[src/rtl/alu_multicycle.sv]
// -----------------------------------------------------------------------------
// alu_multicycle
// Execute-stage ALU for the GPU core. It accepts one operation per in_valid /
// in_ready handshake and returns a registered result, NZP flags and a
// divide-by-zero flag on an out_valid / out_ready handshake.
// ADD/SUB/MUL/MULH/CMP (and reserved op 7, which behaves as ADD) complete in
// one cycle. DIV/REM with a non-zero divisor run an iterative restoring divider
// for DATA_W cycles on operand magnitudes, and the signs are fixed up when it
// finishes.
//
// Ports
//   clk          in   1       rising-edge clock
//   reset_n      in   1       asynchronous active-low reset
//   in_valid     in   1       operation presented
//   in_ready     out  1       operation can be accepted this cycle
//   op           in   OP_W    0 ADD, 1 SUB, 2 MUL, 3 MULH, 4 DIV, 5 REM,
//                             6 CMP, 7 reserved (= ADD)
//   signed_mode  in   1       1 = two's-complement operands, 0 = unsigned
//   rs, rt       in   DATA_W  source operands
//   out_valid    out  1       result/flags valid
//   out_ready    in   1       consumer takes the result
//   result       out  DATA_W  arithmetic result, or {0..,N,Z,P} for CMP
//   nzp          out  3       {N,Z,P} of the result (CMP: rs compared with rt)
//   div_by_zero  out  1       DIV/REM issued with rt == 0
//   busy         out  1       divider iterating
// -----------------------------------------------------------------------------
module alu_multicycle #(
  parameter int DATA_W = 8,
  parameter int OP_W   = 3
) (
  input  logic              clk,
  input  logic              reset_n,
  input  logic              in_valid,
  output logic              in_ready,
  input  logic [OP_W-1:0]   op,
  input  logic              signed_mode,
  input  logic [DATA_W-1:0] rs,
  input  logic [DATA_W-1:0] rt,
  output logic              out_valid,
  input  logic              out_ready,
  output logic [DATA_W-1:0] result,
  output logic [2:0]        nzp,
  output logic              div_by_zero,
  output logic              busy
);

  localparam int CNT_W = $clog2(DATA_W);
  localparam logic [CNT_W-1:0] LAST_ITER = CNT_W'(DATA_W - 1);

  localparam logic [OP_W-1:0] OP_SUB  = OP_W'(1);
  localparam logic [OP_W-1:0] OP_MUL  = OP_W'(2);
  localparam logic [OP_W-1:0] OP_MULH = OP_W'(3);
  localparam logic [OP_W-1:0] OP_DIV  = OP_W'(4);
  localparam logic [OP_W-1:0] OP_REM  = OP_W'(5);
  localparam logic [OP_W-1:0] OP_CMP  = OP_W'(6);

  typedef enum logic {
    S_IDLE,
    S_DIV_RUN
  } state_t;

  state_t r_state;
  state_t w_state_nxt;

  logic                r_out_valid;
  logic [DATA_W-1:0]   r_result;
  logic [2:0]          r_nzp;
  logic                r_dbz;

  // Divider state: r_quot starts as the dividend magnitude and shifts out its
  // MSB each iteration while quotient bits shift in at the bottom.
  logic [DATA_W-1:0]   r_rem;
  logic [DATA_W-1:0]   r_quot;
  logic [DATA_W-1:0]   r_divisor;
  logic [CNT_W-1:0]    r_count;
  logic                r_is_rem;
  logic                r_neg_q;
  logic                r_neg_r;
  logic                r_signed;

  logic                w_accept;
  logic                w_is_div;
  logic                w_div_start;
  logic                w_div_done;

  logic [DATA_W-1:0]   w_sum;
  logic [DATA_W-1:0]   w_diff;
  logic [2*DATA_W-1:0] w_ext_rs;
  logic [2*DATA_W-1:0] w_ext_rt;
  logic [2*DATA_W-1:0] w_prod;
  logic                w_lt;
  logic                w_eq;
  logic [DATA_W-1:0]   w_sc_result;
  logic [2:0]          w_sc_nzp;
  logic                w_sc_dbz;

  logic [DATA_W-1:0]   w_rs_mag;
  logic [DATA_W-1:0]   w_rt_mag;
  logic [DATA_W:0]     w_rem_sh;
  logic [DATA_W:0]     w_rem_diff;
  logic                w_ge;
  logic [DATA_W-1:0]   w_rem_next;
  logic [DATA_W-1:0]   w_quot_next;
  logic [DATA_W-1:0]   w_q_fix;
  logic [DATA_W-1:0]   w_r_fix;
  logic [DATA_W-1:0]   w_div_val;

  function automatic logic [2:0] f_nzp(input logic [DATA_W-1:0] v, input logic s);
    logic n;
    logic z;
    n = s && v[DATA_W-1];
    z = (v == '0);
    return {n, z, !n && !z};
  endfunction

  assign in_ready    = (r_state == S_IDLE) && (!r_out_valid || out_ready);
  assign w_accept    = in_valid && in_ready;
  assign w_is_div    = (op == OP_DIV) || (op == OP_REM);
  assign w_div_start = w_accept && w_is_div && (rt != '0);

  // Single-cycle datapath
  assign w_sum    = rs + rt;
  assign w_diff   = rs - rt;
  assign w_ext_rs = signed_mode ? {{DATA_W{rs[DATA_W-1]}}, rs} : {{DATA_W{1'b0}}, rs};
  assign w_ext_rt = signed_mode ? {{DATA_W{rt[DATA_W-1]}}, rt} : {{DATA_W{1'b0}}, rt};
  // Truncating the 2W x 2W product of the extended operands to 2W bits gives
  // the exact signed or unsigned double-width product.
  assign w_prod   = w_ext_rs * w_ext_rt;
  assign w_lt     = signed_mode ? ($signed(rs) < $signed(rt)) : (rs < rt);
  assign w_eq     = (rs == rt);

  always_comb begin
    w_sc_result = w_sum;
    w_sc_dbz    = 1'b0;
    case (op)
      OP_SUB:  w_sc_result = w_diff;
      OP_MUL:  w_sc_result = w_prod[DATA_W-1:0];
      OP_MULH: w_sc_result = w_prod[2*DATA_W-1:DATA_W];
      OP_DIV: begin
        w_sc_result = '1;
        w_sc_dbz    = 1'b1;
      end
      OP_REM: begin
        w_sc_result = rs;
        w_sc_dbz    = 1'b1;
      end
      OP_CMP: begin
        w_sc_result      = '0;
        w_sc_result[2:0] = {w_lt, w_eq, !w_lt && !w_eq};
      end
      default: w_sc_result = w_sum;
    endcase
    w_sc_nzp = (op == OP_CMP) ? {w_lt, w_eq, !w_lt && !w_eq}
                              : f_nzp(w_sc_result, signed_mode);
  end

  // Divider datapath. MIN negates to itself, which is the correct unsigned
  // magnitude 2^(W-1), so MIN / -1 falls out as quotient MIN, remainder 0.
  assign w_rs_mag    = (signed_mode && rs[DATA_W-1]) ? -rs : rs;
  assign w_rt_mag    = (signed_mode && rt[DATA_W-1]) ? -rt : rt;
  assign w_rem_sh    = {r_rem, r_quot[DATA_W-1]};
  assign w_rem_diff  = w_rem_sh - {1'b0, r_divisor};
  // Partial remainder stays below 2*divisor, so the borrow bit is a valid compare.
  assign w_ge        = !w_rem_diff[DATA_W];
  assign w_rem_next  = w_ge ? w_rem_diff[DATA_W-1:0] : w_rem_sh[DATA_W-1:0];
  assign w_quot_next = {r_quot[DATA_W-2:0], w_ge};
  assign w_q_fix     = r_neg_q ? -w_quot_next : w_quot_next;
  assign w_r_fix     = r_neg_r ? -w_rem_next  : w_rem_next;
  assign w_div_val   = r_is_rem ? w_r_fix : w_q_fix;

  always_comb begin
    w_state_nxt = r_state;
    w_div_done  = 1'b0;
    case (r_state)
      S_IDLE: begin
        if (w_div_start) w_state_nxt = S_DIV_RUN;
      end
      S_DIV_RUN: begin
        if (r_count == LAST_ITER) begin
          w_state_nxt = S_IDLE;
          w_div_done  = 1'b1;
        end
      end
      default: w_state_nxt = S_IDLE;
    endcase
  end

  always_ff @(posedge clk or negedge reset_n) begin
    if (!reset_n) r_state <= S_IDLE;
    else          r_state <= w_state_nxt;
  end

  always_ff @(posedge clk or negedge reset_n) begin
    if (!reset_n) begin
      r_out_valid <= 1'b0;
      r_result    <= '0;
      r_nzp       <= '0;
      r_dbz       <= 1'b0;
      r_rem       <= '0;
      r_quot      <= '0;
      r_divisor   <= '0;
      r_count     <= '0;
      r_is_rem    <= 1'b0;
      r_neg_q     <= 1'b0;
      r_neg_r     <= 1'b0;
      r_signed    <= 1'b0;
    end else begin
      if (w_div_start) begin
        r_rem     <= '0;
        r_quot    <= w_rs_mag;
        r_divisor <= w_rt_mag;
        r_count   <= '0;
        r_is_rem  <= (op == OP_REM);
        r_neg_q   <= signed_mode && (rs[DATA_W-1] ^ rt[DATA_W-1]);
        r_neg_r   <= signed_mode && rs[DATA_W-1];
        r_signed  <= signed_mode;
      end else if (r_state == S_DIV_RUN) begin
        r_rem   <= w_rem_next;
        r_quot  <= w_quot_next;
        r_count <= r_count + 1'b1;
      end

      if (w_accept && !w_div_start) begin
        r_result    <= w_sc_result;
        r_nzp       <= w_sc_nzp;
        r_dbz       <= w_sc_dbz;
        r_out_valid <= 1'b1;
      end else if (w_div_done) begin
        r_result    <= w_div_val;
        r_nzp       <= f_nzp(w_div_val, r_signed);
        r_dbz       <= 1'b0;
        r_out_valid <= 1'b1;
      end else if (out_ready) begin
        r_out_valid <= 1'b0;
      end
    end
  end

  assign out_valid   = r_out_valid;
  assign result      = r_result;
  assign nzp         = r_nzp;
  assign div_by_zero = r_dbz;
  assign busy        = (r_state == S_DIV_RUN);

endmodule

[config.mk]
export PLATFORM = sky130hd
export DESIGN_NAME = alu_multicycle
export DESIGN_NICKNAME = d
export VERILOG_FILES = /design/src/rtl/alu_multicycle.sv
export SDC_FILE = /design/constraint.sdc
export NUM_CORES = 1
export LEC_CHECK = 0
export ABC_AREA = 0
export CAP_MARGIN = 20
export CORE_MARGIN = 5
export CORE_UTILIZATION = 55
export CTS_CLUSTER_DIAMETER = 200
export DETAILED_ROUTE_END_ITERATION = 10
export HOLD_SLACK_MARGIN = 0.1
export PLACE_DENSITY = 0.74
export SKIP_LAST_GASP = 1
export SYNTH_ARGS = -nofsm -noshare
export SYNTH_HDL_FRONTEND = slang
export SYNTH_SLANG_ARGS = --single-unit
[constraint.sdc]
create_clock -name clk -period 5.2 [get_ports clk]
set_clock_uncertainty 0.1 [all_clocks]
set_input_delay 1.56 -clock clk [delete_from_list [all_inputs] [get_ports clk]]
set_output_delay 1.56 -clock clk [all_outputs]
set_load 0.02 [all_outputs]
==> impl_results.html <==
<table>
<tr><th>Metric</th><th>Value</th></tr>
<tr><th colspan="2">Global route</th></tr>
<tr><td>Initial antenna violation count</td><td>0</td></tr>
<tr><td>Global-route wire length before repair</td><td>40.35 mm</td></tr>
<tr><td>Residual overflow from global routing</td><td>0</td></tr>
<tr><td>Vias in the first global route</td><td>between 7000 and 8000</td></tr>
<tr><td>GRT Util Overall</td><td>between 30% and 40%</td></tr>
<tr><td>Largest net degree at the start of global routing</td><td>46</td></tr>
<tr><th colspan="2">Clocking</th></tr>
<tr><td>Maximum number of buffers from clock root to sink</td><td>2</td></tr>
<tr><td>Clock insertion delay at the later pin of the skew report</td><td>0.29 ns</td></tr>
<tr><td>Clock sink count</td><td>between 40 and 50</td></tr>
<tr><td>CTS Hold Bufs</td><td>0</td></tr>
<tr><td>Root buffer selected by CTS</td><td>sky130_fd_sc_hd__clkbuf_16</td></tr>
<tr><td>Number of levels in the clock H-tree</td><td>2</td></tr>
<tr><td>Clock transition at the registers of the reported paths</td><td>~0.060 ns</td></tr>
<tr><td>CTS tree</td><td>yes</td></tr>
<tr><td>TritonCTS buffer count</td><td>5</td></tr>
<tr><th colspan="2">Synthesis</th></tr>
<tr><td>Post-synth ARST share</td><td>100.0%</td></tr>
<tr><td>Library cells used by synthesis</td><td>79</td></tr>
<tr><td>Number of enable flip-flop cells after synthesis</td><td>0</td></tr>
<tr><td>Area of the mapped netlist</td><td>just under 0.008 sq mm</td></tr>
<tr><td>Top flip-flop cell by instance count after synthesis</td><td>sky130_fd_sc_hd__dfrtp_1</td></tr>
<tr><td>Mapped Cells</td><td>between 900 and 1000</td></tr>
<tr><td>Flip-flop and latch count after synthesis</td><td>45</td></tr>
<tr><td>Syn Area/Cell</td><td>around 8.2 sq um</td></tr>
<tr><td>Net count after synthesis</td><td>around 1100</td></tr>
<tr><td>Share of the yosys chip area belonging to registers</td><td>roughly 14%</td></tr>
<tr><td>Warnings, synthesis</td><td>0</td></tr>
<tr><th colspan="2">STA</th></tr>
<tr><td>Relative slew slack</td><td>roughly a third</td></tr>
<tr><td>Shortest clock period the worst path allows after layout</td><td>between 7 and 8 ns</td></tr>
<tr><td>Post-route setup slack</td><td>-1.836 ns</td></tr>
<tr><td>Maximum clock rate</td><td>142.1 MHz</td></tr>
<tr><td>Count of final hold-check violations</td><td>0</td></tr>
<tr><td>Max-slew violation count</td><td>0</td></tr>
<tr><td>Final cycle utilization of the critical path</td><td>135.3%</td></tr>
<tr><td>Worst-margin pin slew</td><td>around 0.98 ns</td></tr>
<tr><td>Number of endpoints failing setup at the final stage</td><td>11</td></tr>
<tr><td>Unrepaired setup endpoints after global routing</td><td>true</td></tr>
<tr><th colspan="2">Power and ir drop</th></tr>
<tr><td>Static leakage power</td><td>around 0.005 uW</td></tr>
<tr><td>Switching Fraction</td><td>50.53%</td></tr>
<tr><td>Worst-case vdd ir drop</td><td>roughly 0.00045 V</td></tr>
<tr><td>Clock network fraction of design power</td><td>under 10%</td></tr>
<tr><td>Proportion of power drawn by combinational gates</td><td>between 80 and 90%</td></tr>
<tr><td>Power Dens Cells</td><td>roughly 640 mW/mm^2</td></tr>
<tr><td>Internal power component</td><td>between 3000 and 4000 uW</td></tr>
<tr><td>Power dissipated by switching net loads</td><td>between 3000 and 4000 uW</td></tr>
<tr><td>Overall power</td><td>about 6700 uW</td></tr>
<tr><td>Sequential Power Share</td><td>a little over a tenth</td></tr>
<tr><th colspan="2">Placement</th></tr>
<tr><td>Worst slack, placed</td><td>-2.489 ns</td></tr>
<tr><td>Total placed cells including tap cells</td><td>1271</td></tr>
<tr><td>IO Port Bufs</td><td>38</td></tr>
<tr><td>Placer's final routability congestion estimate</td><td>0.9846</td></tr>
<tr><td>Detailed placement HPWL</td><td>19.10 mm</td></tr>
<tr><td>Placed instance area</td><td>0.009490 sq mm</td></tr>
<tr><th colspan="2">Finish</th></tr>
<tr><td>Post-Layout Cell Count</td><td>~1300</td></tr>
<tr><td>Layout overhead on the synthesized area</td><td>31.65%</td></tr>
<tr><td>Share of post-route cells with drive strength above 1</td><td>27.79%</td></tr>
<tr><td>Antenna cells</td><td>0</td></tr>
<tr><td>Number of nets in the layout</td><td>roughly 1300</td></tr>
<tr><td>Utilization after layout</td><td>around 75%</td></tr>
<tr><td>Leading cell types in the layout, fill and taps excluded</td><td>sky130_fd_sc_hd__buf_4 (130), sky130_fd_sc_hd__inv_1 (125), sky130_fd_sc_hd__nor2_1 (75), sky130_fd_sc_hd__nand2_1 (72), sky130_fd_sc_hd__fa_1 (68)</td></tr>
<tr><td>Commonest non-fill, non-tap cell in the layout</td><td>sky130_fd_sc_hd__buf_4</td></tr>
<tr><td>Fin area</td><td>~0.010 sq mm</td></tr>
<tr><th colspan="2">Route</th></tr>
<tr><td>Via count</td><td>about 7900</td></tr>
<tr><td>DRC Markers</td><td>0</td></tr>
<tr><td>Via count normalized by instance count</td><td>6.054</td></tr>
<tr><td>Initial DRT Pass Iterations</td><td>6</td></tr>
<tr><td>Detailed Route Iter0 Violations</td><td>just under 700</td></tr>
<tr><td>Number of nets still failing antenna checks after routing</td><td>0</td></tr>
<tr><td>Total wirelength of the detailed-routed design</td><td>26.07 mm</td></tr>
<tr><td>Avg WL per Cell</td><td>between 15 and 20 microns</td></tr>
<tr><th colspan="2">Critical path</th></tr>
<tr><td>Number of stages on the worst setup path</td><td>25</td></tr>
<tr><td>Critical path fanouts, max</td><td>4</td></tr>
<tr><td>Classification of the worst setup path</td><td>in -&gt; reg</td></tr>
<tr><td>Critical Path Max Stage Delay</td><td>about 0.52 ns</td></tr>
<tr><td>Capturing element type of the critical path</td><td>register</td></tr>
<tr><td>Critical-path top delay cell</td><td>sky130_fd_sc_hd__fa_1</td></tr>
<tr><td>Sort of element at the start of the critical path</td><td>input port</td></tr>
<tr><td>Required time of the worst setup path</td><td>~5.3 ns</td></tr>
<tr><td>Cell count of the worst reg-to-reg path</td><td>19</td></tr>
<tr><td>Crit path top cell by count</td><td>sky130_fd_sc_hd__fa_1</td></tr>
<tr><td>Worst path bufs/invs</td><td>9</td></tr>
<tr><td>Data arrival time at the worst-slack endpoint</td><td>roughly 7.1 ns</td></tr>
<tr><td>CP delay by family, top</td><td>adder cells</td></tr>
<tr><th colspan="2">Floorplan</th></tr>
<tr><td>Row Count</td><td>43</td></tr>
<tr><td>Initial core utilization</td><td>a little under three fifths</td></tr>
<tr><td>Chip height</td><td>130.1 microns</td></tr>
<tr><td>Placeable core area</td><td>~0.014 sq mm</td></tr>
<tr><td>I/O pins</td><td>39</td></tr>
<tr><td>Die width</td><td>130.1 microns</td></tr>
<tr><td>Total Die Area</td><td>~0.017 sq mm</td></tr>
<tr><th colspan="2">Status</th></tr>
<tr><td>Violations in the final reports</td><td>negative setup slack</td></tr>
<tr><td>Outcome</td><td>finished, violations left</td></tr>
<tr><th colspan="2">Hold path</th></tr>
<tr><td>Hold depth</td><td>2</td></tr>
<tr><td>Hold Path Class</td><td>reg -&gt; reg</td></tr>
<tr><th colspan="2">Flow run</th></tr>
<tr><td>Count of maximum capacitance violations</td><td>0</td></tr>
</table>
metal layers:
layer	vias up	GRT usage [%]	wire, microns
met1	3811	37.69	10150
met5	-	0	0
li1	3574	-	-
met2	402	52.60	12690
met4	0	13.45	1522
met3	144	3.357	1701
power by group through the flow:
stage                     registers, uW  logic, uW  clock network [uW]
after floorplan                     703       3100                   0
after global placement              724       4380                   0
after detailed placement            730       4480                   0
after CTS                           727       5000                 422
after global routing                757       5950                 434
final                               735       5570                 419
registers in the layout, indices dropped and copies added, names as in the netlist:
name and cells:
busy 1, div_by_zero 1, nzp 3, out_valid 1
r_count 3, r_divisor 8, r_is_rem 1, r_neg_q 1
r_neg_r 1, r_quot 8, r_rem 8, r_signed 1
result 8
cells in the mapped netlist (11+ instances only):
| cell type | count | area share, % |
|---|---|---|
| sky130_fd_sc_hd__nand2_1 | 77 | 3.6 |
| sky130_fd_sc_hd__o21ai_0 | 44 | 2.8 |
| sky130_fd_sc_hd__fa_1 | 71 | 18 |
| sky130_fd_sc_hd__and2_1 | 33 | 2.6 |
| sky130_fd_sc_hd__a31oi_1 | 11 | 0.87 |
| sky130_fd_sc_hd__mux2i_1 | 17 | 2.1 |
| sky130_fd_sc_hd__inv_1 | 148 | 7.0 |
| sky130_fd_sc_hd__nor2_1 | 83 | 3.9 |
| sky130_fd_sc_hd__dfrtp_1 | 45 | 14 |
| sky130_fd_sc_hd__a21oi_1 | 45 | 2.8 |
| sky130_fd_sc_hd__xor2_1 | 17 | 1.9 |
| sky130_fd_sc_hd__nor3_1 | 13 | 0.82 |
| sky130_fd_sc_hd__nand3_1 | 24 | 1.5 |
| sky130_fd_sc_hd__xnor2_1 | 46 | 5.1 |
| sky130_fd_sc_hd__ha_1 | 84 | 13 |
| sky130_fd_sc_hd__clkbuf_1 | 32 | 1.5 |
layout make-up:
class / instances / area [sq um]
Multi-Input combinational cell: 728 / 6678
Fill cell: 1012 / 3542
Timing Repair Buffer: 193 / 1618
Sequential cell: 45 / 1126
Inverter: 156 / 605.6
Tap cell: 180 / 225.2
Clock buffer: 5 / 125.1
Clock inverter: 3 / 68.82
path summary, 6_finish.rpt:
| kind | start | endpoint | slack [ns] |
|---|---|---|---|
| max in group asynchronous | reset_n | r_divisor[3] | 3.52 |
| hold reg to reg | result[6] | result[6] | 0.39 |
| setup / recovery | rt[4] | nzp[0] | -1.84 |
| hold / removal | result[6] | result[6] | 0.39 |
| setup reg to reg | r_quot[7] | nzp[0] | 0.38 |
| min in group asynchronous | reset_n | result[6] | 1.03 |
cell families after synthesis:
| logic type | Yosys count | synth area share [%] |
|---|---|---|
| AOI/OAI and AO/OA | 204 | 17.61 |
| xor gates and xnor gates | 65 | 7.521 |
| adders and majority gates | 155 | 31.16 |
| buffers and inverters | 196 | 9.413 |
| DFF | 45 | 14.19 |
| muxes | 21 | 2.759 |
| and+or+nand+nor | 283 | 17.34 |
through the flow:
step / setup TNS [ns] / hold slack (ns)
2_1_floorplan: -11.61 / 0.3498
3_3_place_gp: -22.19 / 0.3714
3_5_place_dp: -22.77 / 0.3917
4_1_cts: -15.07 / 0.3993
5_1_grt: -17.97 / 0.4376
6_report: -16.10 / 0.3933
repair_timing:
item                                    4_1_cts  5_1_grt
setup buffers                                24        9
endpoints found under the setup margin       11       11
gates resized for setup                     143       43
pin swaps                                    72       46
tightest hold or removal path, stage by stage (launching register included):
cell and delay, ns:
sky130_fd_sc_hd__dfrtp_1 0.34, sky130_fd_sc_hd__nand2_1 0.05, sky130_fd_sc_hd__o221ai_1 0.06
No activity file was read; power rests on OpenSTA's default activity.
